<file path="config.mk">
export PLATFORM = sky130hd
export DESIGN_NAME = result_reporter
export DESIGN_NICKNAME = d
export VERILOG_FILES = /design/src/rtl/result_reporter.sv
export SDC_FILE = /design/constraint.sdc
export NUM_CORES = 1
export LEC_CHECK = 0
export ABC_AREA = 1
export BUFFER_PORTS_ARGS = -buffer_cell sky130_fd_sc_hd__buf_2
export CORE_UTILIZATION = 50
export DETAILED_ROUTE_END_ITERATION = 10
export PLACE_DENSITY = 0.81
export RECOVER_POWER = 50
export SETUP_SLACK_MARGIN = 0.2
export SYNTH_ARGS = -nofsm -noshare
export SYNTH_HDL_FRONTEND = slang
export SYNTH_SLANG_ARGS = --single-unit
</file>
<file path="constraint.sdc">
create_clock -name sysclk -period 6.3 [get_ports sysclk]
set_clock_uncertainty 0.1 [all_clocks]
set_input_delay 0.315 -clock sysclk [delete_from_list [all_inputs] [get_ports sysclk]]
set_output_delay 0.315 -clock sysclk [all_outputs]
set_load 0.01 [all_outputs]
</file>
<file path="src/rtl/result_reporter.sv">
// ============================================================================
// Module   : result_reporter
// Purpose  : On the processor halt event, captures the self-check pass/fail
//            flags and the total cycle count. Streams them as ASCII characters
//            into the 64-character OLED display buffer through a ready/valid
//            write port. Flags are drawn as '+' or '-', and the count is drawn
//            as 8 uppercase hex digits.
// Options  : RESULT_REPORT_CLEAR_EN - when defined, the whole buffer is
//            blanked with spaces before the report is written.
// Revision : 1.0 - initial release
// ============================================================================
`default_nettype none

module result_reporter #(
   parameter int NUM_FLAGS  = 4,    // pass/fail flags shown (1..16)
   parameter int FLAG_BASE  = 0,    // buffer address of first flag character
   parameter int COUNT_BASE = 16    // buffer address of most-significant hex digit
) (
   input  logic                 sysclk,
   input  logic                 cpu_resetn,
   input  logic                 halt_i,
   input  logic [NUM_FLAGS-1:0] flags_i,
   input  logic [31:0]          count_i,
   input  logic                 wr_ready_i,
   output logic                 we_o,
   output logic [5:0]           waddr_o,
   output logic [7:0]           wdata_o,
   output logic                 busy_o,
   output logic                 done_o
);

   // ------------------------------------------------------------------------
   // Constants
   // ------------------------------------------------------------------------
   localparam logic [5:0] c_flag_base   = 6'(FLAG_BASE);
   localparam logic [5:0] c_count_base  = 6'(COUNT_BASE);
   localparam logic [5:0] c_last_flag   = 6'(NUM_FLAGS - 1);
   localparam logic [5:0] c_last_nibble = 6'd7;
   localparam logic [5:0] c_last_addr   = 6'd63;
   localparam logic [7:0] c_blank       = 8'h20;   // ' '
   localparam logic [7:0] c_plus        = 8'h2B;   // '+'
   localparam logic [7:0] c_minus       = 8'h2D;   // '-'

   // ------------------------------------------------------------------------
   // State encoding
   // ------------------------------------------------------------------------
   typedef enum logic [2:0] {
      ST_IDLE  = 3'd0,
      ST_CLEAR = 3'd1,
      ST_FLAGS = 3'd2,
      ST_COUNT = 3'd3,
      ST_DONE  = 3'd4
   } state_t;

   // ------------------------------------------------------------------------
   // Registers
   // ------------------------------------------------------------------------
   state_t               r_state;
   logic [5:0]           r_idx;      // position within the current region
   logic [NUM_FLAGS-1:0] r_flags;    // flags frozen at halt
   logic [31:0]          r_count;    // cycle count frozen at halt
   logic                 r_we;
   logic [5:0]           r_waddr;
   logic [7:0]           r_wdata;
   logic                 r_busy;
   logic                 r_done;

   // ------------------------------------------------------------------------
   // Combinational helpers
   // ------------------------------------------------------------------------
   logic       w_accept;
   logic [5:0] w_idx_nxt;

   assign w_accept  = r_we & wr_ready_i;
   assign w_idx_nxt = r_idx + 6'd1;

   // Character for flag k: '+' when the check passed, '-' otherwise.
   function automatic logic [7:0] flag_char(input logic [NUM_FLAGS-1:0] f,
                                            input logic [5:0]           k);
      logic [NUM_FLAGS-1:0] mask;
      mask = NUM_FLAGS'(1) << k;
      return (|(f & mask)) ? c_plus : c_minus;
   endfunction

   // Uppercase ASCII hex digit for a nibble.
   function automatic logic [7:0] hex_char(input logic [3:0] n);
      return (n <= 4'd9) ? (8'h30 + {4'h0, n}) : (8'h37 + {4'h0, n});
   endfunction

   // Hex digit at position pos of the count, position 0 being the MS nibble.
   function automatic logic [7:0] count_char(input logic [31:0] c,
                                             input logic [2:0]  pos);
      logic [31:0] sh;
      sh = c << {pos, 2'b00};
      return hex_char(sh[31:28]);
   endfunction

   // ------------------------------------------------------------------------
   // Report sequencer: capture on halt, then stream characters one accepted
   // write at a time. Every output is a register; a stalled write keeps
   // we/addr/data untouched because nothing advances without an accept.
   // ------------------------------------------------------------------------
   always_ff @(posedge sysclk or negedge cpu_resetn) begin
      if (!cpu_resetn) begin
         r_state <= ST_IDLE;
         r_idx   <= 6'd0;
         r_flags <= '0;
         r_count <= 32'd0;
         r_we    <= 1'b0;
         r_waddr <= 6'd0;
         r_wdata <= 8'h00;
         r_busy  <= 1'b0;
         r_done  <= 1'b0;
      end else begin
         case (r_state)
            ST_IDLE: begin
               if (halt_i) begin
                  // Freeze the results and present the first write next cycle.
                  r_flags <= flags_i;
                  r_count <= count_i;
                  r_idx   <= 6'd0;
                  r_we    <= 1'b1;
                  r_busy  <= 1'b1;
                  r_done  <= 1'b0;
`ifdef RESULT_REPORT_CLEAR_EN
                  r_state <= ST_CLEAR;
                  r_waddr <= 6'd0;
                  r_wdata <= c_blank;
`else
                  // Flag 0 comes straight from the input being captured now.
                  r_state <= ST_FLAGS;
                  r_waddr <= c_flag_base;
                  r_wdata <= flag_char(flags_i, 6'd0);
`endif
               end
            end

`ifdef RESULT_REPORT_CLEAR_EN
            ST_CLEAR: begin
               if (w_accept) begin
                  if (r_idx == c_last_addr) begin
                     r_state <= ST_FLAGS;
                     r_idx   <= 6'd0;
                     r_waddr <= c_flag_base;
                     r_wdata <= flag_char(r_flags, 6'd0);
                  end else begin
                     r_idx   <= w_idx_nxt;
                     r_waddr <= w_idx_nxt;
                     r_wdata <= c_blank;
                  end
               end
            end
`endif

            ST_FLAGS: begin
               if (w_accept) begin
                  if (r_idx == c_last_flag) begin
                     r_state <= ST_COUNT;
                     r_idx   <= 6'd0;
                     r_waddr <= c_count_base;
                     r_wdata <= count_char(r_count, 3'd0);
                  end else begin
                     // Address wraps modulo 64 by construction.
                     r_idx   <= w_idx_nxt;
                     r_waddr <= c_flag_base + w_idx_nxt;
                     r_wdata <= flag_char(r_flags, w_idx_nxt);
                  end
               end
            end

            ST_COUNT: begin
               if (w_accept) begin
                  if (r_idx == c_last_nibble) begin
                     // Final accept: drop the request and flag completion together.
                     r_state <= ST_DONE;
                     r_idx   <= 6'd0;
                     r_we    <= 1'b0;
                     r_busy  <= 1'b0;
                     r_done  <= 1'b1;
                  end else begin
                     r_idx   <= w_idx_nxt;
                     r_waddr <= c_count_base + w_idx_nxt;
                     r_wdata <= count_char(r_count, w_idx_nxt[2:0]);
                  end
               end
            end

            ST_DONE: begin
               // Only a low halt re-arms; a halt held high never retriggers.
               if (!halt_i) begin
                  r_state <= ST_IDLE;
                  r_done  <= 1'b0;
               end
            end

            default: begin
               r_state <= ST_IDLE;
               r_idx   <= 6'd0;
               r_we    <= 1'b0;
               r_busy  <= 1'b0;
               r_done  <= 1'b0;
            end
         endcase
      end
   end

   // ------------------------------------------------------------------------
   // Outputs
   // ------------------------------------------------------------------------
   assign we_o    = r_we;
   assign waddr_o = r_waddr;
   assign wdata_o = r_wdata;
   assign busy_o  = r_busy;
   assign done_o  = r_done;

endmodule

`default_nettype wire

</file>
=== Word-level counts from Yosys, hierarchy flattened ===
Index checks and enable logic that the tools add are counted.

* Add/sub/neg operators: 6
* $lt $le $gt $ge: 2
* Equality and inequality tests: 12
* Shifts and indexed selects: 2
* Multiplexer cells: 37
* Bitwise gates (word level): 5
* Reduce and logical (&&, ||, !) cells: 10

{| class="wikitable"
|+ Operators by type and width
! cell !! count
|-
| $mux 6 || 9
|-
| $mux 8 || 4
|-
| $shl 32x5->32 || 1
|-
| $add 6x4->7 const A || 4
|-
| $mux 3 || 8
|-
| $pmux 6 s4 || 1
|-
| $pmux 8 s3 || 1
|-
| $mux 7 || 3
|-
| $pmux 6 s3 || 1
|-
| $ne 2x2->1 const B || 7
|-
| $pmux 3 s4 || 1
|-
| $reduce_and 5->1 || 2
|-
| $le 4x4->1 const B || 2
|-
| $reduce_and 4->1 || 2
|-
| $mux 1 || 7
|-
| $add 5x6->6 const A || 1
|-
| $add 6x1->6 const B || 1
|-
| $eq 3x2->1 const B || 2
|-
| $eq 6x2->1 const B || 1
|-
| $eq 6x3->1 const B || 1
|-
| $reduce_and 6->1 || 1
|-
| $shl 1x6->4 const A || 1
|-
| $and 4x4->4 || 1
|-
| $pmux 1 s4 || 1
|-
| 9 further kinds || 11
|}

* Register bits: 61
* Bits of input ports: 40
* Output and inout bits: 17
* Word-level logic and storage cells: 82

=== Logic depth before layout (Yosys ltp) ===
* Depth after elaboration: 8
* Depth in mapped cells: 20
* Gate-level depth less buffers: 18

=== Least setup slack after synthesis ===
OpenSTA, ideal clock, no wires.

* Path type: register -> register
* Start point: reg r_idx[0]
* End point: reg r_wdata[5], in the netlist wdata_o[5]
* Library setup time: 119 ps
* Arrival: 2365 ps
* Required time: 6081 ps
* Setup slack: 3716 ps
* Stages on the path, launching flop included: 18
* Buffers on the path: 2
* Period minus slack after synthesis: 2584 ps
* Cells stage by stage: dfrtp_1 > ha_1 > buf_4 > inv_2 > buf_2 > o211ai_1 > nand2_1 > nand2_1 > nand2_1 > inv_1 > ha_1 > or2_2 > nand2_2 > nand2_1 > nand2_1 > nand2_1 > o22ai_1 > inv_1

* Longest elaborated chain between the ends: 7
* Elaborated cells on any way between the ends: 15
* Those cells by class: add/sub: 3; order compare: 1; eq/ne: 3; shift: 1; mux: 6; reduce/logical: 1

{| class="wikitable"
|+ Ends and longest elaborated chain
! element !! line !! source
|-
| from (decl) || 59 || <nowiki>logic [5:0] r_idx;</nowiki>
|-
| from (signal assigned) || 164 || <nowiki>r_idx <= w_idx_nxt;</nowiki>
|-
| from (signal assigned) || 181 || <nowiki>r_idx <= w_idx_nxt;</nowiki>
|-
| $add 6x1->6 || 75 || <nowiki>assign w_idx_nxt = r_idx + 6'd1;</nowiki>
|-
| $shl 32x5->32 || 94 || <nowiki>sh = c << {pos, 2'b00};</nowiki>
|-
| $add 6x4->7 / $le 4x4->1 (equally long branches) || 87 || <nowiki>return (n <= 4'd9) ? (8'h30 + {4'h0, n}) : (8'h37 + {4'h0, n});</nowiki>
|-
| $mux 7 || 87 ||
|-
| $mux 8 || 173 || <nowiki>if (r_idx == c_last_nibble) begin</nowiki>
|-
| $mux 8 || 172 || <nowiki>if (w_accept) begin</nowiki>
|-
| $pmux 8 s3 || 115 || <nowiki>case (r_state)</nowiki>
|-
| to (signal assigned) || 133 || <nowiki>r_wdata <= flag_char(flags_i, 6'd0);</nowiki>
|-
| to (signal assigned) || 166 || <nowiki>r_wdata <= flag_char(r_flags, w_idx_nxt);</nowiki>
|-
| to (signal assigned) || 183 || <nowiki>r_wdata <= count_char(r_count, w_idx_nxt[2:0]);</nowiki>
|-
| to (decl) || 64 || <nowiki>logic [7:0] r_wdata;</nowiki>
|}

Parallel ways exist; a longest one is shown, timed or not. The select of a mux whose other input is x is not followed.
A chain may end at the register's enable or synchronous reset.

=== Final worst setup path ===
* Start point: reg r_idx[0]
* End point: reg r_wdata[0], in the netlist wdata_o[0]

Same word-level chain as after synthesis.

==> results.json <==
{
  "status": "finished, violations left",
  "failed_checks": "capacitance limit, slew limit",
  "cpPeakStageDelay_ps": 810,
  "io_buffers": 55,
  "p_sw_share_pct": 41.6,
  "design.die.area_sq_um": 6710,
  "netSwitchingPower_mw": 0.567,
  "final_nets": 483,
  "setup-tns-final_ps": 0,
  "worst_pin_slew_ps": 3160,
  "wl_per_cell_um": 13.3,
  "syn2layout_area_growth_pct": 13.8,
  "via_per_inst": 5.32,
  "p_per_area_nw_per_um2": 375,
  "dr.pass1.iters": 4,
  "grt-ovfl-total": 0,
  "worstSetupStartpointType": "flip-flop",
  "cts_setup_buffers": 0,
  "crit_chain": "ha_1 -> inv_2 -> o211ai_1 -> nand2_1 -> nand2_1 -> nand2_1 -> inv_1 -> ha_1 -> or2_2 -> nand2_2 -> nand2_1 -> nand3_1 -> nand2_1 -> o21bai_1 -> inv_1",
  "ys_warn_count": 0,
  "numCtsBuffers": 9,
  "die_h_um": 81.9,
  "rsz0062_at_grt": "no",
  "clk_pin_slew_ps": 60,
  "regToRegSetupSlack_ps": 3060,
  "hp-class": "in -> reg",
  "tritoncts": "yes",
  "final_antenna_net_count": 0,
  "ios": 57,
  "max_freq_mhz": 309,
  "drt-initial-drc-count": 185,
  "hold_violations": 0,
  "drive_gt1_share_pct": 22.4,
  "grtUsageTotal_pct": 23.7,
  "ir_worst_vdd_mv": 0.182,
  "layout_commonest_cell": "nand2_1",
  "internal_power_mw": 0.796,
  "most-common-layout-cells": "nand2_1, dfrtp_1, nor2_1",
  "h-tree-depth": 3,
  "drv_slew": 61,
  "synth_area_sq_um": 3190,
  "setup_violations": 0,
  "post_cts_resize_count": 0,
  "combPwrFrac_pct": 43.0,
  "gp_congestion": 0.881,
  "setup.worst_path.class": "reg -> reg",
  "synth_top_area_share_pct": 47.0,
  "finalWorstSetupSlack_ps": 3060,
  "post-route-drc-count": 0,
  "final_period_minus_worst_setup_slack_ps": 3240,
  "root_buffer": "clkbuf_8",
  "syn_area_per_cell_sq_um": 8.33,
  "p_leak_nw": 1.89,
  "syn_nets": 428,
  "crit_path_end_kind": "flip-flop",
  "critPathArrivalTime_ps": 3360,
  "yosysUniqueCellTypes": 34,
  "hpwlAfterDp_um": 5130,
  "seq_area_frac_synth_pct": 47.0,
  "crit_top_cell": "nand2_1",
  "synthTopCellsByArea": "dfrtp_1, nand2_1, nor2_1",
  "row_count": 28,
  "cts.sinks": 60,
  "insertion_delay_ps": 340,
  "antenna_found_initial": 0,
  "grt_pass1_vias": 2705,
  "grt_pass1_wl_um": 11800,
  "wl_um": 6870,
  "slew-limit-headroom_pct": -111,
  "crit_fanout": 25,
  "antennaDiodeCount": 0,
  "ys_ff_latch": 60,
  "coreArea_sq_um": 6030,
  "cts.path.max_buffers": 2,
  "crit_slowest_cell": "dfrtp_1",
  "die_w_um": 81.9,
  "pwr-share-clk_pct": 21.2,
  "start_util_pct": 53.0,
  "grt_max_degree": 61,
  "postCtsHoldBufs": 0,
  "place_ws_ps": 3120,
  "cp.required_ps": 6420,
  "yosysTopAreaCell": "dfrtp_1",
  "maxCapViolations": 1,
  "route.vias.total": 2747,
  "p_seq_share_pct": 35.7,
  "period_share_pct": 51.4,
  "netlist_instances": 383
}
cells in the mapped netlist, drive strengths merged:
| cell type | number |
|---|---|
| a21oi | 23 |
| a22o | 1 |
| a31oi | 3 |
| buf | 11 |
| clkbuf | 2 |
| conb | 1 |
| dfrtp | 60 |
| ha | 5 |
| inv | 45 |
| mux2 | 19 |
| nand2 | 90 |
| nand3 | 26 |
| nand4 | 2 |
| nor2 | 53 |
| nor3 | 2 |
| o211ai | 7 |
| o21ai | 27 |
| o21bai | 1 |
| o22ai | 2 |
| or2 | 2 |
| xor2 | 1 |
power by group through the flow:
stage,combinational [mW],sequential [mW],clock [mW]
final,0.586,0.487,0.289
after global routing,0.665,0.495,0.315
after CTS,0.584,0.486,0.296
after detailed placement,0.582,0.493,0
after global placement,0.555,0.491,0
after floorplan,0.451,0.492,0
sequential cells by signal (all words and copies together) (netlist names):
name	cells
wdata_o	7
r_flags	4
r_count	32
done_o	1
waddr_o	6
r_idx	6
r_state	3
busy_o	1
routing by layer:
layer	up-vias	share of wire [%]	track usage [%]
met2	88	47	38.0
met4	0	1.8	9.65
met3	12	5.3	6.33
met5	-	0	0
li1	1348	-	-
met1	1299	46	30.2
cell families after synthesis:
kind of cell             share of synthesized area [%]
buffers and inverters                             8.04
AO/OA/AOI/OAI                                     11.8
adder cells (fa/ha/maj)                           1.96
XOR/XNOR                                         0.274
flip-flops                                        47.0
multiplexers                                      6.70
AND/OR/NAND/NOR                                   24.1
other                                            0.117
area by class of cell:
cell class              count  area [sq um]
clock buffers              12           145
clock inverters             2          12.5
fillers                   554          2390
inverters                  45           169
multi-input cells         265          1430
flip-flops and latches     60          1500
well taps                  75          93.8
repair buffers             57           277
critical path: cells and delay by family (launching register included):
kind	cells	cell delay [ps]
and+or+nand+nor	8	870
adders and majority gates	2	670
AOI/OAI and AO/OA	2	280
DFF	1	810
buffers and inverters	3	370
stage by stage:
stage | instances | hold WS [ps] | power, mW | utilization, % | area (sq um)
5_1_grt | 516 | 82.1 | 1.48 | 60.3 | 3630
3_3_place_gp | 502 | 359 | 1.05 | 57.9 | 3490
3_5_place_dp | 502 | 363 | 1.08 | 57.9 | 3490
2_1_floorplan | 383 | -80.6 | 0.943 | - | 3190
4_1_cts | 516 | 59.2 | 1.37 | 60.5 | 3650
6_report | 516 | 89.0 | 1.36 | 60.3 | 3630
worst paths after layout:
check                                          end  cells after the start              startpoint
max                         wdata_o[0]$_DFFE_PN0P_                     15    r_idx[0]$_DFFE_PN0P_
min reg2reg                 waddr_o[0]$_DFFE_PN0P_                      2  waddr_o[0]$_DFFE_PN0P_
max reg2reg                 wdata_o[0]$_DFFE_PN0P_                     15    r_idx[0]$_DFFE_PN0P_
min                         r_count[1]$_DFFE_PN0P_                      2              count_i[1]
min in group asynchronous   waddr_o[3]$_DFFE_PN0P_                      2              cpu_resetn
max in group asynchronous  r_count[29]$_DFFE_PN0P_                      2              cpu_resetn
Power figures use the tool's default switching activity.
